### config.mk
export PLATFORM = sky130hd
export DESIGN_NAME = flash_rom_prefetch_flat
export DESIGN_NICKNAME = d
export VERILOG_FILES = /design/src/rtl/flash_rom_prefetch_if.sv /design/src/rtl/flash_rom_prefetch.sv /design/src/flat_wrapper.sv
export SDC_FILE = /design/constraint.sdc
export NUM_CORES = 1
export LEC_CHECK = 0
export CAP_MARGIN = 20
export CORE_UTILIZATION = 54
export DETAILED_ROUTE_END_ITERATION = 8
export GPL_TIMING_DRIVEN = 0
export PLACE_DENSITY = 0.79
export SYNTH_ARGS = -nofsm -noshare
export SYNTH_HDL_FRONTEND = slang
export SYNTH_SLANG_ARGS = --single-unit
### constraint.sdc
create_clock -name iclk -period 3 [get_ports iclk]
set_clock_uncertainty 0.05 [all_clocks]
set_input_delay 0.6 -clock iclk [delete_from_list [all_inputs] [get_ports iclk]]
set_output_delay 0.6 -clock iclk [all_outputs]
set_load 0.02 [all_outputs]
### src/rtl/flash_rom_prefetch_if.sv
// Host-side and flash-side signals of the ROM prefetch buffer.
// The slave modport is the prefetch buffer's view; master is the surrounding system's view.
interface flash_rom_prefetch_if;
    logic [21:0] ihost_addr;
    logic        ihost_req;
    logic        ohost_ack;
    logic [15:0] ohost_dout;
    logic        iinvalidate;
    logic [22:0] ofl_addr;
    logic        ofl_req;
    logic        ifl_ack;
    logic [15:0] ifl_dout;

    modport slave (
        input  ihost_addr, ihost_req, iinvalidate, ifl_ack, ifl_dout,
        output ohost_ack, ohost_dout, ofl_addr, ofl_req
    );

    modport master (
        output ihost_addr, ihost_req, iinvalidate, ifl_ack, ifl_dout,
        input  ohost_ack, ohost_dout, ofl_addr, ofl_req
    );
endinterface

### src/rtl/flash_rom_prefetch.sv
// One-line prefetch buffer between the cartridge ROM host port and the flash word reader.
// A miss refills the whole line from its base upward, one flash word at a time.
// Words already in the line are served with one cycle of latency.
module flash_rom_prefetch #(
    parameter int unsigned LINE_WORDS     = 4,
    parameter int unsigned STARTUP_CYCLES = 48
) (
    input logic                 iclk,
    input logic                 ireset,
    flash_rom_prefetch_if.slave bus
);

    localparam int unsigned IdxW = $clog2(LINE_WORDS);
    localparam int unsigned TagW = 22 - IdxW;
    localparam int unsigned CntW = $clog2(STARTUP_CYCLES + 1);
    localparam logic [IdxW-1:0] LastIdx = IdxW'(LINE_WORDS - 1);

    localparam logic [1:0] StStartup  = 2'd0;
    localparam logic [1:0] StIdle     = 2'd1;
    localparam logic [1:0] StFillReq  = 2'd2;
    localparam logic [1:0] StFillWait = 2'd3;

    logic [1:0]            state_q, state_d;
    logic [CntW-1:0]       cnt_q, cnt_d;
    logic [TagW-1:0]       tag_q, tag_d;
    logic [LINE_WORDS-1:0] valid_q, valid_d;
    logic [IdxW-1:0]       fill_idx_q, fill_idx_d;
    logic                  kill_q, kill_d;
    logic                  host_ack_q, host_ack_d;
    logic [15:0]           host_dout_q, host_dout_d;
    logic                  fl_req_q, fl_req_d;
    logic [22:0]           fl_addr_q, fl_addr_d;
    logic [15:0]           line_q [LINE_WORDS];
    logic                  line_we;

    logic [TagW-1:0] host_tag;
    logic [IdxW-1:0] host_idx;
    logic            pending, tag_match, hit, fl_done, fill_match, kill_now;

    assign host_tag   = bus.ihost_addr[21:IdxW];
    assign host_idx   = bus.ihost_addr[IdxW-1:0];
    assign pending    = bus.ihost_req != host_ack_q;
    assign tag_match  = host_tag == tag_q;
    assign fl_done    = bus.ifl_ack == fl_req_q;
    assign fill_match = pending && tag_match && (host_idx == fill_idx_q);
    assign kill_now   = kill_q || bus.iinvalidate;
    // Line contents are stale once an invalidate is seen, so no hits while one is in progress.
    assign hit = pending && tag_match && valid_q[host_idx] && !kill_now
                 && (state_q != StStartup);

    // Next-state: host responses, line fill sequencing and invalidation.
    always_comb begin
        state_d     = state_q;
        cnt_d       = cnt_q;
        tag_d       = tag_q;
        valid_d     = valid_q;
        fill_idx_d  = fill_idx_q;
        kill_d      = kill_q;
        host_ack_d  = host_ack_q;
        host_dout_d = host_dout_q;
        fl_req_d    = fl_req_q;
        fl_addr_d   = fl_addr_q;
        line_we     = 1'b0;

        if (hit) begin
            host_ack_d  = bus.ihost_req;
            host_dout_d = line_q[host_idx];
        end

        case (state_q)
            StStartup: begin
                if (bus.iinvalidate) valid_d = '0;
                if (cnt_q == '0) state_d = StIdle;
                else             cnt_d   = cnt_q - 1'b1;
            end
            StIdle: begin
                if (bus.iinvalidate) valid_d = '0;
                if (pending && !hit) begin
                    tag_d      = host_tag;
                    valid_d    = '0;
                    fill_idx_d = '0;
                    state_d    = StFillReq;
                end
            end
            StFillReq: begin
                // No transaction is outstanding here, so a kill can finish immediately.
                if (kill_now) begin
                    valid_d = '0;
                    kill_d  = 1'b0;
                    state_d = StIdle;
                end else if (fl_done) begin
                    fl_addr_d = {tag_q, fill_idx_q, 1'b0};
                    fl_req_d  = ~fl_req_q;
                    state_d   = StFillWait;
                end
            end
            StFillWait: begin
                if (bus.iinvalidate) kill_d = 1'b1;
                if (fl_done) begin
                    if (kill_now) begin
                        valid_d = '0;
                        kill_d  = 1'b0;
                        state_d = StIdle;
                    end else begin
                        line_we              = 1'b1;
                        valid_d[fill_idx_q]  = 1'b1;
                        // Forwarding the arriving word wins over a hit; the hit retries next cycle.
                        if (fill_match) begin
                            host_ack_d  = bus.ihost_req;
                            host_dout_d = bus.ifl_dout;
                        end
                        if (fill_idx_q == LastIdx) begin
                            state_d = StIdle;
                        end else begin
                            fill_idx_d = fill_idx_q + 1'b1;
                            state_d    = StFillReq;
                        end
                    end
                end
            end
            default: state_d = StStartup;
        endcase
    end

    // Control state; reset drops any fill in flight since the flash side resets too.
    always_ff @(posedge iclk) begin
        if (ireset) begin
            state_q     <= StStartup;
            cnt_q       <= CntW'(STARTUP_CYCLES);
            tag_q       <= '0;
            valid_q     <= '0;
            fill_idx_q  <= '0;
            kill_q      <= 1'b0;
            host_ack_q  <= bus.ihost_req;
            host_dout_q <= '0;
            fl_req_q    <= 1'b0;
            fl_addr_q   <= '0;
        end else begin
            state_q     <= state_d;
            cnt_q       <= cnt_d;
            tag_q       <= tag_d;
            valid_q     <= valid_d;
            fill_idx_q  <= fill_idx_d;
            kill_q      <= kill_d;
            host_ack_q  <= host_ack_d;
            host_dout_q <= host_dout_d;
            fl_req_q    <= fl_req_d;
            fl_addr_q   <= fl_addr_d;
        end
    end

    // Line data storage; contents are qualified by valid_q so no reset is needed.
    always_ff @(posedge iclk) begin
        if (line_we && !ireset) line_q[fill_idx_q] <= bus.ifl_dout;
    end

    assign bus.ohost_ack  = host_ack_q;
    assign bus.ohost_dout = host_dout_q;
    assign bus.ofl_req    = fl_req_q;
    assign bus.ofl_addr   = fl_addr_q;

endmodule

### src/flat_wrapper.sv
// flat-port wrapper written by rule: the top's interface ports become plain ports
module flash_rom_prefetch_flat 
#(
    parameter int unsigned LINE_WORDS     = 4,
    parameter int unsigned STARTUP_CYCLES = 48
)
  (iclk, ireset, bus_ihost_addr, bus_ihost_req, bus_iinvalidate, bus_ifl_ack, bus_ifl_dout, bus_ohost_ack, bus_ohost_dout, bus_ofl_addr, bus_ofl_req);
  flash_rom_prefetch_if bus_i ();
  input logic iclk;
  input logic ireset;
  input wire logic [$bits(bus_i.ihost_addr)-1:0] bus_ihost_addr;
  input wire logic [$bits(bus_i.ihost_req)-1:0] bus_ihost_req;
  input wire logic [$bits(bus_i.iinvalidate)-1:0] bus_iinvalidate;
  input wire logic [$bits(bus_i.ifl_ack)-1:0] bus_ifl_ack;
  input wire logic [$bits(bus_i.ifl_dout)-1:0] bus_ifl_dout;
  output wire logic [$bits(bus_i.ohost_ack)-1:0] bus_ohost_ack;
  output wire logic [$bits(bus_i.ohost_dout)-1:0] bus_ohost_dout;
  output wire logic [$bits(bus_i.ofl_addr)-1:0] bus_ofl_addr;
  output wire logic [$bits(bus_i.ofl_req)-1:0] bus_ofl_req;
  assign bus_i.ihost_addr = bus_ihost_addr;
  assign bus_i.ihost_req = bus_ihost_req;
  assign bus_i.iinvalidate = bus_iinvalidate;
  assign bus_i.ifl_ack = bus_ifl_ack;
  assign bus_i.ifl_dout = bus_ifl_dout;
  assign bus_ohost_ack = bus_i.ohost_ack;
  assign bus_ohost_dout = bus_i.ohost_dout;
  assign bus_ofl_addr = bus_i.ofl_addr;
  assign bus_ofl_req = bus_i.ofl_req;
  flash_rom_prefetch #(.LINE_WORDS(LINE_WORDS), .STARTUP_CYCLES(STARTUP_CYCLES)) u_core (.iclk(iclk), .ireset(ireset), .bus(bus_i));
endmodule
==> out/metrics.yaml, run 1 <==
run_status: "finished clean"
synth_compound_area_frac: 0.0953
root_buffer: "clkbuf_8"
ys_types: 46
die_w_um: 107
synthAdderAreaFrac: 0.0125
drt-vias-per-instance: 6.01
post_cts_buffers: 0
ys_seq_elements: 139
pwr_density_cell_mw_per_mm2: 569
die-area_mm2: 0.0115
grtUsageMet3: 0.0696
ctsHtreeMaxLevel: 4
cts_tree: "yes"
placed_area_mm2: 0.00696
synthTopCellsByArea: "edfxtp_1 32%, dfxtp_1 25%, nand2_1 6.7%"
fin_nets: 676
wl_um: 14900
critPathArrivalTime_ps: 3010
synth-simple-area-share: 0.143
antenna_found_initial: 0
grt_first_pass_wirelength_um: 23900
synth-xor-area-share: 0.0453
area_growth_pct: 25.6
clk_latency_ps: 540
core_mm2: 0.0108
synth.area.mux_share: 0.0974
hold_class: "flop to flop"
hold_buffers: 0
synthesis.area_mm2: 0.00599
hold_viol: 0
worst_pin_slew_ps: 929
syn-instance-count: 528
use_met1: 0.355
numCtsBuffers: 17
port_buffers: 80
relSlewSlack: 0.379
num_vias: 4684
syn_avg_cell_area_um2: 11.3
setup_viol: 0
hpwlAfterDp_um: 9960
post-route-period-util: 0.963
start_util: 0.552
reg2reg_depth: 3
drtIter0Drc: 357
wl_per_cell_um: 19.1
ant_nets: 0
clock.fmax_mhz: 346
fill_cells: 801
rows: 38
synth_top_area_frac: 0.321
synth_common_cells: "107 x nand2_1, 75 x dfxtp_1, 64 x edfxtp_1"
first_pass_iters: 5
power_leakage_nw: 2.55
crit_type: "input port to flop"
io_pins: 84
grt_pass1_vias: 4650
synth_top_area_cell: "edfxtp_1"
fin_crit_ps: 2890
synth_nets: 577
ys_seq_area_frac: 0.572
yosys_warnings: 0
antenna_cells: 0
synth_top_family_by_area: "simple AND/OR/NAND/NOR gates"
cp-end-kind: "flop"
max-vdd-ir-drop_v: 0.000346
synth-edff-count: 64
whs_path_depth: 2
clkTransAtPathRegs_ps: 60
cap_viol_max_count: 0
cts_resized: 4
synth_ff_type: "dfxtp_1"
grt_start_max_net_pins: 17
grt_busiest_layer: "met2"
final_area_mm2: 0.00752
finalCoreUtilization: 0.694
final_cells: 780
cp.required_ps: 3120
cts.sinks: 139
worst-path-max-fanout: 16
die_h_um: 107
dp.cells: 748
async_flop_share: 0
drcViolationCount: 0
critPathLaunchType: "input port"
overflow: 0
slew_viol_final: 0
synth.most_common_cell: "nand2_1"
gp_congestion: 0.865
clock_path_buffers: 2
track_usage: 0.280
rsz0062_at_grt: "false"
drive_above_1_share: 0.102
grt_use_met2: 0.463
[per-stage QoR]
stage               hold slack, ps  TNS [ps]  setup slack, ps  total power, W
CTS                            408         0              215         0.00429
global placement               395    -33720             -491         0.00234
global route                   432         0             13.2         0.00440
floorplan                      407         0              636         0.00223
finish                         403         0              110         0.00428
detailed placement             399    -37670             -557         0.00236
[layout by cell type (no fill, tap or decap), drive strengths merged, types with 2 or more instances in the layout]
| cell type | n |
|---|---|
| nor3 | 19 |
| a31oi | 16 |
| and2 | 5 |
| nand2 | 107 |
| nor4b | 3 |
| a21o | 5 |
| and3 | 3 |
| inv | 6 |
| clkinv | 7 |
| edfxtp | 64 |
| clkdlybuf4s50 | 80 |
| mux4 | 17 |
| clkbuf | 42 |
| o21ai | 6 |
| clkinvlp | 4 |
| xnor2 | 5 |
| nor4 | 21 |
| bufinv | 2 |
| mux2i | 20 |
| nor2 | 15 |
| nand3 | 5 |
| buf | 14 |
| or2 | 2 |
| nand4 | 2 |
| a21oi | 29 |
| xor2 | 26 |
| ha | 6 |
| o41ai | 17 |
| a311oi | 2 |
| dfxtp | 75 |
| a211oi | 5 |
[metal layers]
metal | vias to the layer above | wire length (um)
li1 | 2143 | -
met1 | 2261 | 5870
met2 | 241 | 7350
met3 | 39 | 1360
met4 | 0 | 335
met5 | - | 0
[final timing paths]
| check | start | end | slack (ps) |
|---|---|---|---|
| hold / removal | u_core.bus.ofl_addr[21] | u_core.bus.ofl_addr[21] | 400 |
| setup reg to reg | u_core.kill_q | u_core.line_q[0][11] | 370 |
| hold reg to reg | u_core.bus.ofl_addr[21] | u_core.bus.ofl_addr[21] | 400 |
| setup / recovery | bus_iinvalidate | u_core.line_q[0][11] | 110 |
[state kept, by name, summed over array words and instances, names as in the netlist]
name / count
u_core.bus.ofl_req: 1
u_core.state_q: 2
u_core.bus.ofl_addr: 22
u_core.bus.ohost_dout: 16
u_core.cnt_q: 6
u_core.tag_q: 20
u_core.bus.ohost_ack: 1
u_core.line_q: 64
u_core.valid_q: 4
u_core.kill_q: 1
u_core.fill_idx_q: 2
[cell type report]
class                      count  area, um^2  area share
buffer                        37         181      0.0241
clock buffer                  19         422      0.0561
clock inverter                13         128      0.0170
inverter                       6        22.5     0.00300
multi-input combinational    346        2370       0.315
sequential                   139        3420       0.455
tap                          140         175      0.0233
timing repair buffer          80         801       0.107
[worst max-delay path: stages]
cell,delay [ps]
clkdlybuf4s50_1,500
nor2_1,460
nor4b_2,850
and2_2,590
[cell families (layout without fill, tap and decap cells)]
family / after synthesis / in the layout
compound gates: 85 / 85
xor+xnor: 31 / 31
fa+ha+maj: 6 / 6
buf+inv: 43 / 155
flops: 139 / 139
mux: 37 / 37
other cells: 1 / 1
simple gates: 186 / 186
[power by group]
| part | leakage, nW | switching [W] | total, W | internal, W |
|---|---|---|---|---|
| combinational | 1.12 | 0.000149 | 0.000283 | 0.000133 |
| clock | 0.254 | 0.000787 | 0.00196 | 0.00117 |
| sequential | 1.18 | 0.0000290 | 0.00204 | 0.00201 |
Note: power is estimated with default switching activity, not from simulation.
==> run 2: changes to the inputs <==
--- a/config.mk
+++ b/config.mk
@@ -5,7 +5,7 @@
 export SDC_FILE = /design/constraint.sdc
 export NUM_CORES = 1
 export LEC_CHECK = 0
-export CAP_MARGIN = 20
+export CAP_MARGIN = 25
 export CORE_UTILIZATION = 54
 export DETAILED_ROUTE_END_ITERATION = 8
 export GPL_TIMING_DRIVEN = 0
==> results of run 2 <==
The final DEF is identical to that of run 1; final timing and power are the same.
